<file path="config.mk">
export PLATFORM = sky130hd
export DESIGN_NAME = traffic_light_monitor_flat
export DESIGN_NICKNAME = d
export VERILOG_FILES = /design/src/rtl/traffic_light_pkg.sv /design/src/rtl/traffic_light_monitor_if.sv /design/src/rtl/tl_dwell_counter.sv /design/src/rtl/traffic_light_monitor.sv /design/src/flat_wrapper.sv
export SDC_FILE = /design/constraint.sdc
export NUM_CORES = 1
export LEC_CHECK = 0
export CAP_MARGIN = 10
export CORE_MARGIN = 1.5
export CORE_UTILIZATION = 45
export CTS_CLUSTER_SIZE = 24
export DETAILED_ROUTE_END_ITERATION = 8
export GPL_TIMING_DRIVEN = 0
export PLACE_DENSITY = 0.79
export SLEW_MARGIN = 5
export SYNTH_ARGS = -nofsm -noshare
export SYNTH_HDL_FRONTEND = slang
export SYNTH_SLANG_ARGS = --single-unit
export TNS_END_PERCENT = 50
</file>
<file path="constraint.sdc">
create_clock -name clk -period 2.29 [get_ports clk]
set_input_delay 0.458 -clock clk [delete_from_list [all_inputs] [get_ports clk]]
set_output_delay 0.458 -clock clk [all_outputs]
set_load 0.02 [all_outputs]
</file>
<file path="src/rtl/traffic_light_pkg.sv">
// Shared types and helpers for the traffic light monitor.
//   phase_t     : decoded lamp phase (UNKNOWN/RED/AMBER/GREEN)
//   LAMP_*      : one-hot lamp codes in {x,y,z} order
//   is_legal    : true when exactly one lamp of the three is lit
//   lamp_decode : lamp code to phase, UNKNOWN for illegal codes
//   legal_next  : true for the permitted phase steps G->A, A->R, R->G
package traffic_light_pkg;

    typedef enum logic [1:0] {
        UNKNOWN = 2'b00,
        RED     = 2'b01,
        AMBER   = 2'b10,
        GREEN   = 2'b11
    } phase_t;

    localparam logic [2:0] LAMP_RED   = 3'b100;
    localparam logic [2:0] LAMP_AMBER = 3'b010;
    localparam logic [2:0] LAMP_GREEN = 3'b001;

    function automatic logic is_legal(input logic [2:0] code);
        return (code == LAMP_RED) || (code == LAMP_AMBER) || (code == LAMP_GREEN);
    endfunction

    function automatic phase_t lamp_decode(input logic [2:0] code);
        phase_t ph;
        case (code)
            LAMP_RED:   ph = RED;
            LAMP_AMBER: ph = AMBER;
            LAMP_GREEN: ph = GREEN;
            default:    ph = UNKNOWN;
        endcase
        return ph;
    endfunction

    function automatic logic legal_next(input phase_t from, input phase_t to);
        return ((from == GREEN) && (to == AMBER)) ||
               ((from == AMBER) && (to == RED))   ||
               ((from == RED)   && (to == GREEN));
    endfunction

endpackage

</file>
<file path="src/rtl/traffic_light_monitor_if.sv">
// Lamp observation bus between a traffic light controller (or bench) and
// the monitor.
//   master : drives lamp_x/y/z and err_clr, observes the monitor results
//   slave  : the monitor; samples lamps/err_clr, drives phase, error
//            pulses, fault and cycle_cnt
interface traffic_light_monitor_if #(
    parameter int CNT_W = 8
);
    import traffic_light_pkg::*;

    logic             lamp_x;
    logic             lamp_y;
    logic             lamp_z;
    logic             err_clr;
    phase_t           phase;
    logic             err_code;
    logic             err_seq;
    logic             err_short;
    logic             err_timeout;
    logic             fault;
    logic [CNT_W-1:0] cycle_cnt;

    modport master (
        output lamp_x, lamp_y, lamp_z, err_clr,
        input  phase, err_code, err_seq, err_short, err_timeout, fault, cycle_cnt
    );

    modport slave (
        input  lamp_x, lamp_y, lamp_z, err_clr,
        output phase, err_code, err_seq, err_short, err_timeout, fault, cycle_cnt
    );

endinterface

</file>
<file path="src/rtl/tl_dwell_counter.sv">
// Saturating dwell counter for the current lamp phase.
//   clk, rstb : clock, synchronous active-low reset
//   clear     : force count to 0 (highest priority)
//   load1     : start a new phase, count = 1
//   inc       : add one, saturating at MAX_DWELL
//   count     : current dwell
//   hit_max   : registered one-cycle pulse on the MAX_DWELL-1 -> MAX_DWELL step
module tl_dwell_counter #(
    parameter int MAX_DWELL = 64,
    localparam int W = $clog2(MAX_DWELL + 1)
) (
    input  logic         clk,
    input  logic         rstb,
    input  logic         load1,
    input  logic         clear,
    input  logic         inc,
    output logic [W-1:0] count,
    output logic         hit_max
);

    always_ff @(posedge clk) begin
        if (!rstb) begin
            count   <= '0;
            hit_max <= 1'b0;
        end else begin
            hit_max <= 1'b0;
            if (clear) begin
                count <= '0;
            end else if (load1) begin
                count <= W'(1);
            end else if (inc && (count != W'(MAX_DWELL))) begin
                count   <= count + W'(1);
                hit_max <= (count == W'(MAX_DWELL - 1));
            end
        end
    end

endmodule

</file>
<file path="src/rtl/traffic_light_monitor.sv">
// Passive checker for the controller lamp lines. Decodes the registered
// lamp code into a phase, checks phase order and dwell limits, counts
// completed RED->GREEN cycles and keeps a sticky fault flag.
//   clk, rstb : clock, synchronous active-low reset
//   mon       : slave side of the lamp observation bus (lamps and err_clr
//               in; phase, err_* pulses, fault, cycle_cnt out)
//
// phase_q | meaning
// UNKNOWN | after reset or while the lamp code is illegal
// RED     | red lamp alone
// AMBER   | amber lamp alone
// GREEN   | green lamp alone
module traffic_light_monitor
    import traffic_light_pkg::*;
#(
    parameter int MIN_DWELL = 5,
    parameter int MAX_DWELL = 64,
    parameter int CNT_W     = 8
) (
    input logic                     clk,
    input logic                     rstb,
    traffic_light_monitor_if.slave  mon
);

    localparam int DW = $clog2(MAX_DWELL + 1);

    logic [2:0]       lamp_q;
    phase_t           phase_q;
    logic             in_illegal_q;
    logic             err_code_q;
    logic             err_seq_q;
    logic             err_short_q;
    logic             fault_q;
    logic [CNT_W-1:0] cycle_cnt_q;

    logic [DW-1:0]    dwell;
    logic             hit_max;

    logic             code_ok;
    phase_t           code_ph;
    logic             same_ph;
    logic             new_ph;
    logic             checked;
    logic             code_nxt;
    logic             seq_nxt;
    logic             short_nxt;
    logic             timeout_nxt;
    logic             wrap_nxt;

    assign code_ok = is_legal(lamp_q);
    assign code_ph = lamp_decode(lamp_q);
    assign same_ph = code_ok && (code_ph == phase_q);
    assign new_ph  = code_ok && (code_ph != phase_q);

    // Re-entry from UNKNOWN (reset or illegal code) carries no history to check.
    assign checked     = new_ph && (phase_q != UNKNOWN);
    assign code_nxt    = !code_ok && !in_illegal_q;
    assign seq_nxt     = checked && !legal_next(phase_q, code_ph);
    assign short_nxt   = checked && (dwell < DW'(MIN_DWELL));
    assign wrap_nxt    = checked && (phase_q == RED) && (code_ph == GREEN);
    // Mirrors the counter's hit_max condition so fault sets on the same edge.
    assign timeout_nxt = same_ph && (dwell == DW'(MAX_DWELL - 1));

    tl_dwell_counter #(
        .MAX_DWELL (MAX_DWELL)
    ) u_dwell (
        .clk     (clk),
        .rstb    (rstb),
        .load1   (new_ph),
        .clear   (!code_ok),
        .inc     (same_ph),
        .count   (dwell),
        .hit_max (hit_max)
    );

    always_ff @(posedge clk) begin
        if (!rstb) begin
            lamp_q       <= 3'b000;
            phase_q      <= UNKNOWN;
            // Treat reset as already inside an illegal code so the 000 held in
            // lamp_q during reset does not report an err_code after release.
            in_illegal_q <= 1'b1;
            err_code_q   <= 1'b0;
            err_seq_q    <= 1'b0;
            err_short_q  <= 1'b0;
            fault_q      <= 1'b0;
            cycle_cnt_q  <= '0;
        end else begin
            lamp_q       <= {mon.lamp_x, mon.lamp_y, mon.lamp_z};
            in_illegal_q <= !code_ok;
            if (new_ph) begin
                phase_q <= code_ph;
            end else if (!code_ok) begin
                phase_q <= UNKNOWN;
            end
            err_code_q  <= code_nxt;
            err_seq_q   <= seq_nxt;
            err_short_q <= short_nxt;
            if (wrap_nxt) begin
                cycle_cnt_q <= cycle_cnt_q + CNT_W'(1);
            end
            // A new error wins over a simultaneous clear.
            fault_q <= (fault_q && !mon.err_clr) ||
                       code_nxt || seq_nxt || short_nxt || timeout_nxt;
        end
    end

    assign mon.phase       = phase_q;
    assign mon.err_code    = err_code_q;
    assign mon.err_seq     = err_seq_q;
    assign mon.err_short   = err_short_q;
    assign mon.err_timeout = hit_max;
    assign mon.fault       = fault_q;
    assign mon.cycle_cnt   = cycle_cnt_q;

endmodule

</file>
<file path="src/flat_wrapper.sv">
// flat-port wrapper written by rule: the top's interface ports become plain ports
module traffic_light_monitor_flat import traffic_light_pkg::*;
#(
    parameter int MIN_DWELL = 5,
    parameter int MAX_DWELL = 64,
    parameter int CNT_W     = 8
)
  (clk, rstb, mon_lamp_x, mon_lamp_y, mon_lamp_z, mon_err_clr, mon_phase, mon_err_code, mon_err_seq, mon_err_short, mon_err_timeout, mon_fault, mon_cycle_cnt);
  traffic_light_monitor_if #(.CNT_W(CNT_W)) mon_i ();
  input logic clk;
  input logic rstb;
  input wire logic [$bits(mon_i.lamp_x)-1:0] mon_lamp_x;
  input wire logic [$bits(mon_i.lamp_y)-1:0] mon_lamp_y;
  input wire logic [$bits(mon_i.lamp_z)-1:0] mon_lamp_z;
  input wire logic [$bits(mon_i.err_clr)-1:0] mon_err_clr;
  output wire logic [$bits(mon_i.phase)-1:0] mon_phase;
  output wire logic [$bits(mon_i.err_code)-1:0] mon_err_code;
  output wire logic [$bits(mon_i.err_seq)-1:0] mon_err_seq;
  output wire logic [$bits(mon_i.err_short)-1:0] mon_err_short;
  output wire logic [$bits(mon_i.err_timeout)-1:0] mon_err_timeout;
  output wire logic [$bits(mon_i.fault)-1:0] mon_fault;
  output wire logic [$bits(mon_i.cycle_cnt)-1:0] mon_cycle_cnt;
  assign mon_i.lamp_x = mon_lamp_x;
  assign mon_i.lamp_y = mon_lamp_y;
  assign mon_i.lamp_z = mon_lamp_z;
  assign mon_i.err_clr = mon_err_clr;
  assign mon_phase = mon_i.phase;
  assign mon_err_code = mon_i.err_code;
  assign mon_err_seq = mon_i.err_seq;
  assign mon_err_short = mon_i.err_short;
  assign mon_err_timeout = mon_i.err_timeout;
  assign mon_fault = mon_i.fault;
  assign mon_cycle_cnt = mon_i.cycle_cnt;
  traffic_light_monitor #(.MIN_DWELL(MIN_DWELL), .MAX_DWELL(MAX_DWELL), .CNT_W(CNT_W)) u_core (.clk(clk), .rstb(rstb), .mon(mon_i));
endmodule
</file>
* Word level (Yosys, flattened, before mapping)
Index checks and enable logic that the tools add are counted.
W data, S select, Z words.
** Storage, ports and cells
- Register bits :: 26
- Input bits :: 6
- Word-level logic and storage cells :: 67
** Cells by class
- Add/subtract/negate cells :: 2
- Magnitude comparators :: 1
- Equal/unequal tests :: 14
- Mux-type cells :: 5
- Bitwise logic cells :: 3
- Reductions and logical operators :: 31
** Operators with widths (number)
- $logic_and A1 B1 Y1 :: 14
- $add A8 B1 Y8 const B :: 1
- $eq A2 B2 Y1 const B :: 4
- $logic_or A1 B1 Y1 :: 8
- $add A7 B1 Y7 const B :: 1
- $eq A7 B6 Y1 const B :: 1
- $lt A7 B3 Y1 const B :: 1
- $ne A7 B7 Y1 const B :: 1
- $pmux W2 S3 :: 1
- $eq A2 B1 Y1 const B :: 2
- $logic_not A1 Y1 :: 4
- $mux W2 :: 2
- $reduce_bool A2 Y1 :: 2
- $reduce_or A4 Y1 :: 1
- $eq A3 B1 Y1 const B :: 1
- $eq A3 B2 Y1 const B :: 1
- $eq A3 B3 Y1 const B :: 1
- $not A1 Y1 :: 3
- $reduce_or A3 Y1 :: 1
- $eq A2 B2 Y1 :: 1
- $mux W1 :: 2
- $ne A2 B2 Y1 :: 1
- $ne A2 B2 Y1 const B :: 1
- $reduce_and A2 Y1 :: 1

* Logic depth before layout (Yosys ltp)
- Depth in word-level cells :: 11
- Mapped depth :: 6
- Gate-level depth less buffers :: 6

* Cells and area by module
From an unflattened synthesis, not the netlist that was laid out.
** Unflattened totals
- Cells, all modules :: 152
- Area, all modules :: 1351.3 µm²
** Modules (own cells, without submodules)
- traffic_light_monitor :: times used 1, cells each 105, area each 947.2 µm², seq. area each 360.3 µm²
- tl_dwell_counter :: times used 1, cells each 47, area each 404.1 µm², seq. area each 160.2 µm²

* Worst setup path before layout
No wires, ideal clock.
- Path kind :: reg2reg
- Start :: reg u_core.phase_q[0] (netlist: u_core.mon.phase[0])
- End :: reg u_core.fault_q (netlist: u_core.mon.fault)
- Library setup time :: 0.134 ns
- Arrival :: 1.821 ns
- Required time :: 2.156 ns
- Setup slack :: 0.335 ns
- Cell stages (with the launch flop) :: 7
- Path buffers :: 1
- Period minus slack after synthesis :: 1.955 ns
- Cells stage by stage :: dfxtp_1 > buf_6 > or4_1 > o311a_1 > o22ai_2 > nor3_1 > or4b_1
** On the way
- Longest elaborated chain between the ends :: 9
- Elaborated cells between the ends (all ways) :: 21
- Classes of those cells :: eq/ne (5); reduce/logical (16)
** Ends and longest elaborated chain
- start, declared :: line traffic_light_monitor.sv:28 : phase_t phase_q;
- start signal, assigned :: line traffic_light_monitor.sv:92 : phase_q <= code_ph;
- $eq A2 B2 Y1, on equally long branches :: line traffic_light_pkg.sv:36, traffic_light_pkg.sv:37
- $logic_and A1 B1 Y1, on equally long branches :: line traffic_light_pkg.sv:36, traffic_light_pkg.sv:37
- $logic_or A1 B1 Y1 :: line traffic_light_pkg.sv:36 : return ((from == GREEN) && (to == AMBER)) ||
- $logic_or A1 B1 Y1 :: line traffic_light_pkg.sv:37 : ((from == AMBER) && (to == RED)) ||
- $logic_not A1 Y1 :: line traffic_light_monitor.sv:58 : assign seq_nxt = checked && !legal_next(phase_q, code_ph);
- $logic_and A1 B1 Y1 :: line traffic_light_monitor.sv:58
- $logic_or A1 B1 Y1 (2 in series) :: line traffic_light_monitor.sv:104 : code_nxt || seq_nxt || short_nxt || timeout_nxt;
- $logic_or A1 B1 Y1 * :: line traffic_light_monitor.sv:104
- end signal, assigned :: line traffic_light_monitor.sv:103 : fault_q <= (fault_q && !mon.err_clr) ||
- end, declared :: line traffic_light_monitor.sv:33 : logic fault_q;
Every way passes the cells marked *; elsewhere a longest branch is shown, timed or not.
A chain may end at the register's enable or synchronous reset.

* Worst setup path in the final report
Same ends and word-level chain as after synthesis.

==> flow_metrics.env <==
export IMPL_status="finished clean"
export IMPL_dp_cells=176
export IMPL_antenna_found_initial=0
export IMPL_p_total_uw=784
export IMPL_netlist_instances=126
export IMPL_maxSlewViolCount=0
export IMPL_area_growth_pct=22.9
export IMPL_clk_latency_ps=310
export IMPL_drtPass1Iterations=4
export IMPL_ant_nets=0
export IMPL_die_w_um=54.5
export IMPL_synth_edff_count=0
export IMPL_cts_sinks=26
export IMPL_maxCapViolations=0
export IMPL_regArea_sq_um=520
export IMPL_synth_area_leaders="dfxtp_1 44%, and2_1 4.7%, xor2_1 3.7%"
export IMPL_grt_setup_unrepaired="no"
export IMPL_synth_main_ff_cell="dfxtp_1"
export IMPL_slew_headroom_pct=69.2
export IMPL_avgRoutedWirePerCell_um=11.4
export IMPL_skew_ps=5.15
export IMPL_layout_min_cycle_time_ps=1940
export IMPL_min_to="u_core.mon.err_code"
export IMPL_cts_made_buffers=3
export IMPL_hold_path_startpoint="u_core.in_illegal_q"
export IMPL_ys_ff_latch=26
export IMPL_final_layout_size_suffix_gt1_share_pct=10.0
export IMPL_grt_pass1_vias=859
export IMPL_syn_nets=135
export IMPL_post_cts_resized=0
export IMPL_power_density_nw_per_um2=534
export IMPL_cts_tree="built"
export IMPL_grt_busiest_layer="met2"
export IMPL_n_fill_cell=226
export IMPL_fin_util_pct=58.8
export IMPL_core_area_sq_um=2500
export IMPL_p_leak_uw=0.000544
export IMPL_netlist_area_sq_um=1190
export IMPL_hold_path_class="reg -> reg"
export IMPL_post_route_period_util_pct=84.7
export IMPL_grtUsageMet3_pct=2.46
export IMPL_tightest_slew_ps=456
export IMPL_cp_max_fo=9
export IMPL_hold_viol=0
export IMPL_crit_arrival_ps=2150
export IMPL_grt_use_total_pct=15.8
export IMPL_io_pins=21
export IMPL_io_buffers=20
export IMPL_cts_setup_buffers=0
export IMPL_hold_depth=1
export IMPL_crit_path_start_kind="register"
export IMPL_critPathCaptureType="register"
export IMPL_die_h_um=54.5
export IMPL_vdd_ir_drop_max_mv=0.380
export IMPL_grt_pass1_wl_mm=3.44
export IMPL_max_stage_delay_ps=490
export IMPL_timing_rr_start="u_core.mon.phase[0]"
export IMPL_die_area_sq_um=2970
export IMPL_setup_viol=0
export IMPL_cts_buffer_depth=2
export IMPL_multi_input_area_sq_um=632
export IMPL_drt_initial_drc_count=15
export IMPL_yosysWarnings=0
export IMPL_syn_area_per_cell_sq_um=9.48
export IMPL_cp_required_ps=2500
export IMPL_num_vias=922
export IMPL_place_congestion=0.811
export IMPL_cts_htree_levels=1
export IMPL_fin_setup_tns_ps=0
export IMPL_diodes=0
export IMPL_crit_path_top_delay_cell="or4_1"
export IMPL_grt_use_met1_pct=20.9
export IMPL_dp_hpwl_mm=1.57
export IMPL_yosysUniqueCellTypes=43
export IMPL_holdBufCountCts=0
export IMPL_rows=18
export IMPL_async_reset_ff_share_pct=0
export IMPL_r2r_end="u_core.mon.fault"
export IMPL_yosys_area_top_type="dfxtp_1"
export IMPL_path_clk_slew_ps=130
export IMPL_start_util_pct=47.8
export IMPL_wl_mm=2.06
export IMPL_root_buffer="clkbuf_4"
export IMPL_grt_max_degree=15
export IMPL_grt_ovfl_total=0
export IMPL_path_cells="buf_6 > or4_1 > o311a_1 > o22ai_2 > nor3_1 > or4b_1"
export IMPL_max_freq_mhz=516
export IMPL_ff2ff_setup_slack_ps=350
export IMPL_yosysMostFrequentCell="dfxtp_1"
export IMPL_synth_top_area_share_pct=43.6
export IMPL_final_cells=180
export IMPL_seq_area_frac_synth_pct=43.6
export IMPL_fin_hold_ws_ps=442
export IMPL_crit_type="reg -> reg"
export IMPL_synthTopCellsByCount="26 x dfxtp_1, 9 x and2_1, 8 x nand2_1, 8 x nand3_1, 7 x nor2_1"
export IMPL_rr_worst_depth=6
export IMPL_route_detailed_drc=0
export IMPL_finalNetCount=160
export IMPL_via_per_inst=5.12
export IMPL_use_met2_pct=25.9
==> sequential cells by signal (all words and copies together), names as in the netlist, 2 cells and up <==
register / flops
u_core.mon.phase: 2
u_core.mon.cycle_cnt: 8
u_core.u_dwell.count: 7
u_core.lamp_q: 3
==> how the worst max path moves through the flow <==
stage / start / endpoint
CTS: u_core.mon.phase[0] / u_core.mon.fault
floorplan: u_core.mon.phase[0] / u_core.mon.fault
global placement: rstb / u_core.mon.fault
global route: u_core.lamp_q[0] / u_core.mon.fault
detailed placement: rstb / u_core.mon.fault
finish: u_core.mon.phase[0] / u_core.mon.fault
==> cell families after synthesis <==
kind of cell / synth area share, %
buffers and inverters: 3.56
and+or+nand+nor: 27.3
AOI/OAI and AO/OA: 12.5
DFF: 43.6
adders and majority gates: 3.98
xor gates and xnor gates: 6.60
muxes: 2.51
==> layout make-up <==
type                    instances  area share (%)
multi-input cells              91            43.0
well taps                      30            2.56
inverters                       6            1.53
plain buffers                   3            1.36
clock buffers                   4            2.47
flip-flops and latches         26            35.4
repair buffers                 20            13.6
==> per-stage QoR <==
stage	setup slack (ps)	cell area, sq um
finish	351	1470
global route	249	1470
CTS	345	1470
detailed placement	74.0	1430
global placement	105	1430
floorplan	335	1190
==> worst max-delay path: cells and delay by family (launching register included) <==
kind,cells,cell delay [ps]
AO/OA/AOI/OAI,2,290
buffers and inverters,1,130
AND/OR/NAND/NOR,3,1070
flip-flops,1,340
==> power by group <==
part	leakage (uW)	internal [uW]	switching (uW)
Combinational	0.000312	44.2	40.2
Clock	0.0000210	97.1	128
Sequential	0.000211	463	11.0
Total	0.000544	605	179
==> layer usage <==
layer | vias to the layer above | share of wire [%]
met5 | - | 0
met4 | 0 | 1.2
met3 | 5 | 3.5
met2 | 18 | 46
met1 | 412 | 49
li1 | 487 | -
==> cells in the final DEF (no fill, tap or decap), drive strengths merged, types with 3 or more instances in the layout <==
cell type and n:
dfxtp 26, clkdlybuf4s50 20, and2 9, nand3 8, nand2 8, nor2 8
inv 6, xor2 5, nor3 5, clkbuf 5, o21ai 5, xnor2 4
a21oi 4, a21boi 3, mux2i 3, ha 3, nand2b 3
No activity file was read; power rests on OpenSTA's default activity.
